## config.mk

```make
export PLATFORM = sky130hd
export DESIGN_NAME = data_store_buffer
export DESIGN_NICKNAME = d
export VERILOG_FILES = /design/src/rtl/stb_pkg.sv /design/src/rtl/stb_match.sv /design/src/rtl/data_store_buffer.sv
export SDC_FILE = /design/constraint.sdc
export NUM_CORES = 1
export LEC_CHECK = 0
export CAP_MARGIN = 20
export CORE_MARGIN = 4
export CORE_UTILIZATION = 40
export CTS_CLUSTER_SIZE = 8
export DETAILED_ROUTE_END_ITERATION = 8
export SLEW_MARGIN = 20
export SYNTH_ARGS = -nofsm -noshare
export SYNTH_HDL_FRONTEND = slang
export SYNTH_SLANG_ARGS = --single-unit
```

## constraint.sdc

```tcl
create_clock -name clk_i -period 5.99 [get_ports clk_i]
set_input_delay 1.198 -clock clk_i [delete_from_list [all_inputs] [get_ports clk_i]]
set_output_delay 1.198 -clock clk_i [all_outputs]
set_load 0.03 [all_outputs]
```

## src/rtl/stb_pkg.sv

```systemverilog
// Shared sizes and types for the data store buffer and its match logic.
// The STB_FWD_EN build macro is consumed by data_store_buffer, not by this package.
package stb_pkg;

    localparam int DEPTH   = 4;
    localparam int ADDR_W  = 32;
    localparam int DATA_W  = 32;
    localparam int WADDR_W = ADDR_W - 2;
    localparam int PTR_W   = $clog2(DEPTH);

    typedef logic [PTR_W-1:0] ptr_t;
    typedef logic [PTR_W:0]   cnt_t;

    typedef struct packed {
        logic [ADDR_W-3:0] waddr;
        logic [DATA_W-1:0] data;
    } stb_entry_t;

    // Owner of the single memory port in the current cycle.
    typedef enum logic [1:0] {
        PORT_IDLE,
        PORT_DRAIN,
        PORT_LOAD
    } port_sel_t;

    function automatic ptr_t ptr_inc(input ptr_t p);
        return p + ptr_t'(1);
    endfunction

endpackage

```

## src/rtl/stb_match.sv

```systemverilog
// Parallel word-address compare over all buffer slots with youngest-hit selection.
module stb_match
    import stb_pkg::*;
(
    input  logic [DEPTH*WADDR_W-1:0] entry_waddr,
    input  logic [DEPTH*DATA_W-1:0]  entry_data,
    input  logic [DEPTH-1:0]         valid,
    input  logic [PTR_W-1:0]         tail,
    input  logic [WADDR_W-1:0]       waddr,
    output logic                     hit,
    output logic [DATA_W-1:0]        hit_data
);

    logic [DEPTH-1:0]  match;
    logic [DATA_W-1:0] data_arr [DEPTH];

    generate
        for (genvar gi = 0; gi < DEPTH; gi++) begin : g_cmp
            assign match[gi]    = valid[gi] && (entry_waddr[gi*WADDR_W +: WADDR_W] == waddr);
            assign data_arr[gi] = entry_data[gi*DATA_W +: DATA_W];
        end
    endgenerate

    // Walk from the oldest possible slot up to tail-1 so the youngest match is assigned last.
    always_comb begin
        ptr_t idx;
        hit      = 1'b0;
        hit_data = '0;
        idx      = '0;
        for (int k = DEPTH; k >= 1; k--) begin
            idx = tail - ptr_t'(k);
            if (match[idx]) begin
                hit      = 1'b1;
                hit_data = data_arr[idx];
            end
        end
    end

endmodule

```

## src/rtl/data_store_buffer.sv

```systemverilog
// Posted-write store buffer between the EX/MEM register and a single-port data memory.
// Define STB_FWD_EN to forward buffered store data to loads that hit the buffer.
module data_store_buffer
    import stb_pkg::*;
(
    input  logic              clk_i,
    input  logic              rst_i,
    input  logic              req_valid_i,
    input  logic              req_write_i,
    input  logic [ADDR_W-1:0] req_addr_i,
    input  logic [DATA_W-1:0] req_wdata_i,
    output logic              req_ready_o,
    output logic [DATA_W-1:0] load_data_o,
    input  logic              fence_i,
    output logic              empty_o,
    output logic [ADDR_W-1:0] mem_addr_o,
    output logic              mem_write_o,
    output logic              mem_read_o,
    output logic [DATA_W-1:0] mem_wdata_o,
    input  logic [DATA_W-1:0] mem_rdata_i
);

    stb_entry_t               entries_reg [DEPTH];
    logic [DEPTH-1:0]         valid_reg;
    ptr_t                     head_reg;
    ptr_t                     tail_reg;
    cnt_t                     count_reg;

    logic                     is_load;
    logic                     is_store;
    logic                     full;
    logic                     nonempty;
    logic                     fence_block;
    logic                     push;
    logic                     pop;
    logic                     hit;
    logic [DATA_W-1:0]        hit_data;
    logic [DEPTH*WADDR_W-1:0] flat_waddr;
    logic [DEPTH*DATA_W-1:0]  flat_data;
    stb_entry_t               head_entry;
    port_sel_t                port_sel;

    generate
        for (genvar gi = 0; gi < DEPTH; gi++) begin : g_flat
            assign flat_waddr[gi*WADDR_W +: WADDR_W] = entries_reg[gi].waddr;
            assign flat_data[gi*DATA_W +: DATA_W]    = entries_reg[gi].data;
        end
    endgenerate

    stb_match u_match (
        .entry_waddr (flat_waddr),
        .entry_data  (flat_data),
        .valid       (valid_reg),
        .tail        (tail_reg),
        .waddr       (req_addr_i[ADDR_W-1:2]),
        .hit         (hit),
        .hit_data    (hit_data)
    );

    assign is_load     = req_valid_i && !req_write_i;
    assign is_store    = req_valid_i && req_write_i;
    assign full        = (count_reg == cnt_t'(DEPTH));
    assign nonempty    = (count_reg != '0);
    assign fence_block = fence_i && nonempty;
    assign head_entry  = entries_reg[head_reg];
    assign empty_o     = !nonempty;

`ifndef STB_FWD_EN
    // Without forwarding the matched data is never consumed; a hit only forces draining.
    logic unused_hit_data;
    assign unused_hit_data = ^hit_data;
`endif

    // Port arbitration and request acceptance.
    always_comb begin
        port_sel    = PORT_IDLE;
        req_ready_o = 1'b0;
        load_data_o = '0;
        push        = 1'b0;
        if (full || fence_block) begin
            port_sel = PORT_DRAIN;
        end else if (is_load) begin
            if (!hit) begin
                port_sel    = PORT_LOAD;
                req_ready_o = 1'b1;
                load_data_o = mem_rdata_i;
            end else begin
`ifdef STB_FWD_EN
                req_ready_o = 1'b1;
                load_data_o = hit_data;
`endif
                port_sel    = PORT_DRAIN;
            end
        end else begin
            req_ready_o = 1'b1;
            push        = is_store;
            if (nonempty) begin
                port_sel = PORT_DRAIN;
            end
        end
    end

    always_comb begin
        pop         = 1'b0;
        mem_write_o = 1'b0;
        mem_read_o  = 1'b0;
        mem_addr_o  = '0;
        mem_wdata_o = '0;
        case (port_sel)
            PORT_DRAIN: begin
                pop         = 1'b1;
                mem_write_o = 1'b1;
                mem_addr_o  = {head_entry.waddr, 2'b00};
                mem_wdata_o = head_entry.data;
            end
            PORT_LOAD: begin
                mem_read_o  = 1'b1;
                mem_addr_o  = req_addr_i;
            end
            default: ;
        endcase
    end

    // Reset drops any buffered stores without writing them to memory.
    always_ff @(posedge clk_i) begin
        if (!rst_i) begin
            head_reg  <= '0;
            tail_reg  <= '0;
            count_reg <= '0;
            valid_reg <= '0;
        end else begin
            if (push) begin
                valid_reg[tail_reg] <= 1'b1;
                tail_reg            <= ptr_inc(tail_reg);
            end
            if (pop) begin
                valid_reg[head_reg] <= 1'b0;
                head_reg            <= ptr_inc(head_reg);
            end
            case ({push, pop})
                2'b10:   count_reg <= count_reg + cnt_t'(1);
                2'b01:   count_reg <= count_reg - cnt_t'(1);
                default: ;
            endcase
        end
    end

    always_ff @(posedge clk_i) begin
        if (push) begin
            entries_reg[tail_reg] <= {req_addr_i[ADDR_W-1:2], req_wdata_i};
        end
    end

endmodule

```

After elaboration in Yosys (flattened, before gate mapping) --
Memories as Yosys holds them, arrays and structs flattened. A register that Yosys moved wholly into a read port is not among the register bits. Index checks and enable logic that the tools add are counted.
Storage, ports and cells: register bits 11, latch bits 0, bits in writable memories 248, ROM bits 0, input port bits 101, output and inout bits 100, logic and storage cells 85, memories kept 1
Cells by class: $add $sub $neg 7, $mul 0, divide/modulo/power cells 0, $lt $le $gt $ge 7, equality and inequality tests 9, shift operators 0, muxes and demuxes 40, bitwise operators 3, reduce and logical (&&, ||, !) cells 14
Memories:
- entries_reg | words 4, bits a word 62, read ports 5, clocked after Yosys merged registers in 1, wr ports 1, line data_store_buffer.sv:23 | stb_entry_t entries_reg [DEPTH];
Operator list (count):
- 32-bit two-way mux | 4
- 30-bit == test | 4
- 32-bit one-hot mux with 2 select lines | 1
- 1-bit two-way mux | 20
- 2-bit by 3-bit < comparator with 1-bit output (second input constant) | 5
- 4-bit two-way mux | 3
- 2-bit two-way mux | 5
- 1-bit logical AND | 9
- 1-bit binary-select mux with 2-bit select | 4
- 3-bit one-hot mux with 2 select lines | 1
- 2-bit by 1-bit adder with 2-bit output (second input constant) | 2
- 4-bit bitwise AND | 1
- 1-bit demux with 2-bit select | 2
- 2-bit by 1-bit == test with 1-bit output (second input constant) | 2
- 2-bit == test (second input constant) | 2
- 2-bit by 1-bit greater-or-equal comparator with 1-bit output (second input constant) | 2
- 4-bit NOT | 1
- 4-bit OR | 1
- 2-bit subtractor (second input constant) | 2
- 3-bit by 1-bit adder with 3-bit output (second input constant) | 1
- 3-bit == test (second input constant) | 1
- 3-bit nonzero test | 1
- 3-bit by 1-bit subtractor with 3-bit output (second input constant) | 1
- 1-bit logical NOT | 2
- other kinds (3) | 3

Logic depth before layout (Yosys ltp) --
Gate-level depths: netlist of the first run. An unclocked memory read counts as a cell.
depth in word-level cells 16, gate-level depth with buffers 15, mapped depth without buffers 13

Hierarchy --
A second synthesis of the first run with hierarchy kept.
Second synthesis, totals: cells, all modules 1372, area, all modules 16583.4 um^2
By module, submodules not included:
- data_store_buffer | instances 1, cells an instance 518, area each 10425.0 um^2, sequential area each 7707.4 um^2
- stb_match | instances 1, cells an instance 854, area each 6158.4 um^2, sequential area each 0.0 um^2

Worst setup path after synthesis of the first run --
No wires, ideal clock.
path type input -> output, start point input port req_addr_i[10], end point output port mem_addr_o[26], arrival time 3.862 ns, data required time 4.792 ns, path slack 0.930 ns, cell stages on the path 11, path through buf_2 xnor2_1 nand4_1 or4_1 o22ai_2 o21ai_0 o211ai_1 ha_1 nor2b_1 clkbuf_1 a22o_1
Between the ends: longest elaborated chain between the ends 13, elaborated cells between the ends (all ways) 26, classes of those cells eq/ne (6); mux (16); reduce/logical (4)
Ends and longest elaborated chain:
- start, declared | line data_store_buffer.sv:10 | input logic [ADDR_W-1:0] req_addr_i,
- 30-bit == test | line stb_match.sv:19 | assign match[gi] = valid[gi] && (entry_waddr[gi*WADDR_W +: WADDR_W] == waddr);
- 1-bit logical AND | line stb_match.sv:19
- 1-bit binary-select mux with 2-bit select | line stb_match.sv:32 | if (match[idx]) begin
- 1-bit two-way mux (implied by the code) | line stb_match.sv:32
- 1-bit two-way mux (3 in a row) | line stb_match.sv:32
- 1-bit two-way mux * | line stb_match.sv:32
- 2-bit two-way mux * | line data_store_buffer.sv:83 | if (!hit) begin
- 2-bit two-way mux * | line data_store_buffer.sv:82 | end else if (is_load) begin
- 2-bit two-way mux * | line data_store_buffer.sv:80 | if (full || fence_block) begin
- 2-bit == test or 2-bit by 1-bit == test with 1-bit output (tied branches) | line data_store_buffer.sv:109 | case (port_sel)
- 32-bit one-hot mux with 2 select lines * | line data_store_buffer.sv:109
- end, declared | line data_store_buffer.sv:16 | output logic [ADDR_W-1:0] mem_addr_o,
Every way passes the cells marked *; elsewhere a longest branch is shown, timed or not. The select of a mux whose other input is x is not followed.

Worst setup path after layout of the first run --
start point input port req_addr_i[10], end point output port mem_addr_o[21]
The elaborated chain is that of the path after synthesis.

==> results of run 1 <==
## placed cells by master (no fill, tap or decap), types with 2 or more instances in the layout
master           count
nor2b_1              3
clkbuf_1             7
inv_1                9
buf_4               67
nor2b_2              2
mux4_2              62
o21ai_0              3
mux2i_1              3
clkbuf_16           41
and2_2               4
o211a_1              5
dfxtp_1             11
o22ai_2              2
xnor2_1             61
a22o_1              30
ha_1                11
or4_1                4
edfxtp_1           248
and2_1              72
nand4_1             20
nand2_1              6
buf_12              24
nor3_1               5
xor2_1              62
nor4_1              12
clkdlybuf4s50_1    135
## power by group through the flow
stage | Sequential [uW] | Combinational, uW | Clock [uW]
after global routing | 2230 | 2990 | 2030
after CTS | 2290 | 2790 | 1950
after detailed placement | 2320 | 2780 | 0
after global placement | 2320 | 2750 | 0
after floorplan | 2180 | 1700 | 0
final | 2220 | 2830 | 1900
## layout make-up
| class | count | area (um2) | share of cell area |
|---|---|---|---|
| Clock buffer | 48 | 1052 | 0.06779 |
| Clock inverter | 1 | 3.754 | 0.0002418 |
| Inverter | 9 | 33.78 | 0.002176 |
| Multi-Input combinational cell | 375 | 3866 | 0.2491 |
| Sequential cell | 261 | 7712 | 0.4969 |
| Tap cell | 384 | 480.5 | 0.03095 |
| Timing Repair Buffer | 228 | 2374 | 0.1529 |
## metrics by stage
stage	cells	hold slack (ns)	power, uW	setup WS (ns)	util
after CTS	1305	0.5326	7031	0.05263	0.5337
after detailed placement	1256	0.5178	5103	0.07320	0.4973
after floorplan	705	0.4718	3881	0.9303	-
after global routing	1306	0.5548	7252	0.001969	0.5350
final	1306	0.5286	6946	0.1716	0.5350
after global placement	1256	0.4920	5071	0.1737	0.4973
## synthesized netlist by cell type
cell      count  area share
dfxtp_1      13       0.022
o211a_1       5      0.0042
nor3_2        1     0.00084
xnor2_1      62       0.046
or4_1         4      0.0025
nor3_1        5      0.0021
nor4_1       12      0.0063
nand2_1       6      0.0019
edfxtp_1    248        0.63
ha_1         11       0.012
clkbuf_1     19      0.0060
nand4_1      20       0.011
and3_1        1     0.00053
buf_1         2     0.00063
mux4_2       62        0.12
inv_1         9      0.0028
buf_6         3      0.0028
o211ai_1      1     0.00063
a22o_1       30       0.022
a21boi_0      1     0.00063
o22ai_2       2      0.0021
o21ai_0       3      0.0013
or3_1         1     0.00053
buf_2        34       0.014
nor2_1        1     0.00032
and2_1       76       0.040
fa_1          1      0.0017
mux2i_1       3      0.0025
nor2b_1       5      0.0026
xor2_1       62       0.046
buf_4         2      0.0013
## per-layer routing
| layer | share of wire | up-vias | track usage |
|---|---|---|---|
| li1 | - | 3096 | - |
| met4 | 0.022 | 4 | 0.04719 |
| met5 | 0.00092 | - | 0 |
| met3 | 0.076 | 43 | 0.04986 |
| met2 | 0.48 | 298 | 0.2945 |
| met1 | 0.42 | 3469 | 0.2480 |
## worst min path at each step
stage               slack, ns                        end                      start
finish                   0.53    valid_reg[3]$_SDFF_PN0_    valid_reg[3]$_SDFF_PN0_
global route             0.55    valid_reg[3]$_SDFF_PN0_    valid_reg[3]$_SDFF_PN0_
CTS                      0.53    valid_reg[3]$_SDFF_PN0_    valid_reg[3]$_SDFF_PN0_
detailed placement       0.52    valid_reg[3]$_SDFF_PN0_    valid_reg[3]$_SDFF_PN0_
global placement         0.49  count_reg[2]$_SDFFE_PN0P_  count_reg[2]$_SDFFE_PN0P_
floorplan                0.47    valid_reg[0]$_SDFF_PN0_    valid_reg[0]$_SDFF_PN0_
## kinds of logic (layout without fill, tap and decap cells)
| group | after synthesis | count (layout) |
|---|---|---|
| xor+xnor | 124 | 124 |
| flops | 261 | 261 |
| compound gates | 42 | 42 |
| mux | 65 | 65 |
| buf+inv | 69 | 286 |
| simple gates | 132 | 132 |
| fa+ha+maj | 12 | 12 |
## timing repair
action | CTS | global route
hold buffers | 0 | 0
setup endpoints to repair | 0 | 27
resized for setup | 0 | 2
==> metrics.yaml, run 1 <==
status:
  status: "finished, final reports clean"
routing:
  ant_nets: 0
  vias: 6910
  firstDrtPassIters: 5
  wl_per_cell_um: 23.26
  wl_mm: 30.38
  drc: 0
  drt_iter0_markers: 590
  viasPerCell: 5.291
global_routing:
  overflow: 0
  grt_pass1_wl_mm: 45.58
  grt_pass1_vias: 7350
  grt_max_degree: 50
  antenna_found_initial: 2
  grtUsageTotal: 0.1826
setup_path:
  cp_slowest_cell: "clkdlybuf4s50_1"
  crit_path_end_kind: "output port"
  timing.reg2reg.setup_slack_ns: 2.08
  cp-startpoint: "req_addr_i[10]"
  reg2reg_to: "count_reg[2]$_SDFFE_PN0P_"
  r2r-start: "entries_reg[2][38]$_DFFE_PP_"
  worstPathRequired_ns: 4.79
  worstSetupPathType: "in2out"
  reg2regPathDepth: 14
  path_cells: "clkdlybuf4s50_1 > xnor2_2 > nand4_1 > or4_1 > o22ai_2 > o21ai_0 > o211ai_1 > ha_1 > nor2b_2 > buf_4 > a22o_1 > buf_12"
  max_stage_delay_ns: 0.64
  path_buf_inv: 3
  critPathMaxFanout: 25
  cp-start-kind: "primary input"
  path_delay_family: "buffers and inverters"
  crit_cells: 12
  arrival_ns: 4.62
  crit_end: "mem_addr_o[21]"
yosys:
  netlist-cell-type-count: 31
  syn_avg_cell_area_um2: 16.86
  synthAdderAreaFrac: 0.01326
  synth_nets: 818
  synth_top_family_by_area: "multiplexers"
  synth_area_um2: 11890
  seq_area_frac_synth: 0.6484
  syn_inst: 705
  synth_seq_cells: 261
  synth_compound_area_frac: 0.03094
  synth_xor_area_frac: 0.09136
  synth_mux_area_frac: 0.1200
  ys_warn_count: 0
  synth-simple-area-share: 0.06820
pwr:
  intPower_uw: 4642
  p_leak_uw: 0.005257
  comb_power_share: 0.407
  switching_share: 0.3316
  clkPwrFrac: 0.274
  seq_power_share: 0.319
  power.density_nw_per_um2: 447.5
  p_switching_uw: 2303
  peakVddDrop_mv: 0.2662
placement:
  place_area_um2: 14430
  dp_hpwl_mm: 20.97
  port_buffers: 200
  place_congestion: 0.9947
cells_and_area:
  n_fill_cell: 2352
  n_antenna_cell: 0
  final_area_um2: 15520
  layout-drive-gt1-share: 0.2256
  fin_nets: 1026
  area_growth_pct: 30.58
  largest_reg_flops: 248
floorplan:
  ios: 201
  die_area_um2: 32540
  core_area_um2: 29010
  core.rowCount: 62
  die_x_um: 180.4
  floorplan.initialDensity: 0.4097
  dieHeight_um: 180.4
timing:
  timing_hold_violations_final: 0
  rsz0062_at_grt: "false"
  fin_tns_setup_ns: 0
  drv_slew: 0
  fin_skew_ns: 0.01154
  max_slew_margin: 0.4176
  finalCriticalPeriod_ns: 5.818
  finalSetupViolCount: 0
  max_freq_ghz: 0.1719
  period_share: 0.9714
  tightestPinTransition_ns: 0.8669
cts:
  root_buffer: "clkbuf_16"
  numCtsBuffers: 38
  postCtsSetupRepairBufs: 0
  clk_latency_ns: 0.51
  clk_pin_slew_worst_paths_ns: 0.05
  clk_path_buf_depth: 3
  cts_sinks: 261
  cts_tree: "done"
  cts-htree-levels: 2
min_path:
  min_path_cells: 1
  hp-class: "reg2reg"
flow_run:
  maxCapViolCount: 0
Power figures use the tool's default switching activity.
==> inputs of run 2 (changes only) <==
--- a/config.mk
+++ b/config.mk
@@ -7,9 +7,10 @@
 export LEC_CHECK = 0
 export CAP_MARGIN = 20
 export CORE_MARGIN = 4
-export CORE_UTILIZATION = 40
+export CORE_UTILIZATION = 55
 export CTS_CLUSTER_SIZE = 8
 export DETAILED_ROUTE_END_ITERATION = 8
+export PLACE_DENSITY = 0.82
 export SLEW_MARGIN = 20
 export SYNTH_ARGS = -nofsm -noshare
 export SYNTH_HDL_FRONTEND = slang
==> constraint.sdc (replaced) <==
create_clock -name clk_i -period 7.45 [get_ports clk_i]
set_input_delay 1.49 -clock clk_i [delete_from_list [all_inputs] [get_ports clk_i]]
set_output_delay 1.49 -clock clk_i [all_outputs]
set_load 0.03 [all_outputs]
==> run 2 against run 1 <==
Global-route usage is 5.7 points higher. Via count is 2.2% higher. Sequential power is 18% lower. Worst setup slack better by 0.39 ns. Cell area is 1.4% lower. Die area is 26% lower. Combinational power is 19% lower. Sequential share of layout area is 0.70 points higher.
==> metrics.yaml, run 2 (same netlist as run 1, synthesis figures left out) <==
floorplan:
  core_area_um2: 21150
  die_x_um: 155.0
  floorplan.initialDensity: 0.5620
  ios: 201
  dieHeight_um: 155.0
  core.rowCount: 53
  die_area_um2: 24030
placement:
  port_buffers: 200
  place_ws_ns: 0.6155
  dp_hpwl_mm: 19.61
  place_inst: 1134
  place_congestion: 0.9314
cells_and_area:
  layout-drive-gt1-share: 0.1753
  n_antenna_cell: 0
  area_growth_pct: 28.75
  largest_reg_flops: 248
  fin_nets: 1012
  n_fill_cell: 1267
  final_cell_mix: "248 x edfxtp_1, 170 x clkdlybuf4s50_1, 72 x and2_1"
  instances_no_fill: 1182
  layout_commonest_cell: "edfxtp_1"
setup_path:
  worstSetupPathType: "in2out"
  path_buf_inv: 3
  crit_path_frequent_cell: "clkdlybuf4s50_1"
  max_stage_delay_ns: 0.70
  cp_slowest_cell: "clkdlybuf4s50_1"
  critPathMaxFanout: 21
  worstPathRequired_ns: 5.96
  crit_path_end_kind: "output port"
  path_delay_family: "buffers and inverters"
  arrival_ns: 5.40
  path_cells: "clkdlybuf4s50_1 > xnor2_1 > nand4_1 > or4_1 > o22ai_2 > o21ai_0 > o211ai_1 > ha_1 > buf_4 > and2_1 > clkdlybuf4s50_1"
  cp-start-kind: "primary input"
routing:
  ant_nets: 0
  vias: 7063
  drt_iter0_markers: 583
  wl_per_cell_um: 24.48
  wl_mm: 28.94
  drc: 0
  firstDrtPassIters: 4
  viasPerCell: 5.975
cts:
  postCtsSetupRepairBufs: 0
  cts_tree: "done"
  ctsHoldBuffers: 0
  root_buffer: "clkbuf_16"
  post_cts_resized: 0
  numCtsBuffers: 38
  cts_sinks: 261
  clk_path_buf_depth: 3
  clk_latency_ns: 0.51
  cts-htree-levels: 2
  clk_pin_slew_worst_paths_ns: 0.05
timing:
  period_share: 0.9248
  tightestPinTransition_ns: 0.8043
  worst_slack_ns: 0.5602
  drv_slew: 0
  fin_tns_setup_ns: 0
  timing_hold_violations_final: 0
  finalSetupViolCount: 0
  fin_skew_ns: 0.01969
  max_freq_ghz: 0.1451
  finalCriticalPeriod_ns: 6.890
  rsz0062_at_grt: "false"
  max_slew_margin: 0.4638
flow_run:
  maxCapViolCount: 0
global_routing:
  grtUsageTotal: 0.2400
  grt_pass1_wl_mm: 44.05
  grt_pass1_vias: 7501
  overflow: 0
  grt_max_degree: 50
  antenna_found_initial: 0
pwr:
  power.density_nw_per_um2: 364.5
  p_total_uw: 5579
  peakVddDrop_mv: 0.3172
  p_leak_uw: 0.005098
min_path:
  hp-class: "reg2reg"
status:
  status: "finished, final reports clean"
[run 2: stage by stage]
| step | util | area [um2] | hold WS [ns] |
|---|---|---|---|
| final | 0.7235 | 15310 | 0.5215 |
| after global routing | 0.7235 | 15310 | 0.5480 |
| after CTS | 0.7235 | 15310 | 0.5153 |
| after detailed placement | 0.6757 | 14290 | 0.5036 |
| after global placement | 0.6757 | 14290 | 0.4877 |
| after floorplan | - | 11890 | 0.4718 |
[run 2: cell type report]
cell class / instances / area, um2 / share of cell area
sequential: 261 / 7712 / 0.5039
multi-input combinational: 375 / 3859 / 0.2521
timing repair buffer: 214 / 2345 / 0.1532
clock buffer: 44 / 973.4 / 0.06360
tap: 275 / 344.1 / 0.02248
clock inverter: 4 / 38.79 / 0.002534
inverter: 9 / 33.78 / 0.002207
[run 2: path summary, 6_finish.rpt]
kind / start / to / slack [ns] / cells past startpoint
min reg2reg: valid_reg[3]$_SDFF_PN0_ / valid_reg[3]$_SDFF_PN0_ / 0.52 / 1
max reg2reg: entries_reg[1][40]$_DFFE_PP_ / count_reg[2]$_SDFFE_PN0P_ / 3.48 / 14
max: req_addr_i[10] / mem_wdata_o[0] / 0.56 / 11
min: valid_reg[3]$_SDFF_PN0_ / valid_reg[3]$_SDFF_PN0_ / 0.52 / 1
[run 2: power by group]
| group | switching [uW] | internal [uW] | leakage, uW | total [uW] |
|---|---|---|---|---|
| Sequential | 113 | 1700 | 0.00235 | 1820 |
| Clock | 569 | 911 | 0.000495 | 1480 |
| Combinational | 1180 | 1110 | 0.00225 | 2280 |
[run 2: metal layers]
metal	routed length [um]	vias to the layer above	track usage	share of wire
met2	14170	384	0.3945	0.49
met1	10920	3555	0.3148	0.38
met3	3119	52	0.07065	0.11
met5	0	-	0	0
met4	731	0	0.06854	0.025
li1	-	3072	-	-
[run 2: worst reg2reg max path, delay by kind of cell, from the launching register on]
kind,cells,cell delay (ns)
AND/OR/NAND/NOR,3,1.08
adder cells (fa/ha/maj),3,0.84
AO/OA/AOI/OAI,4,0.71
XOR/XNOR,2,0.54
flip-flops,1,0.41
buffers and inverters,2,0.32
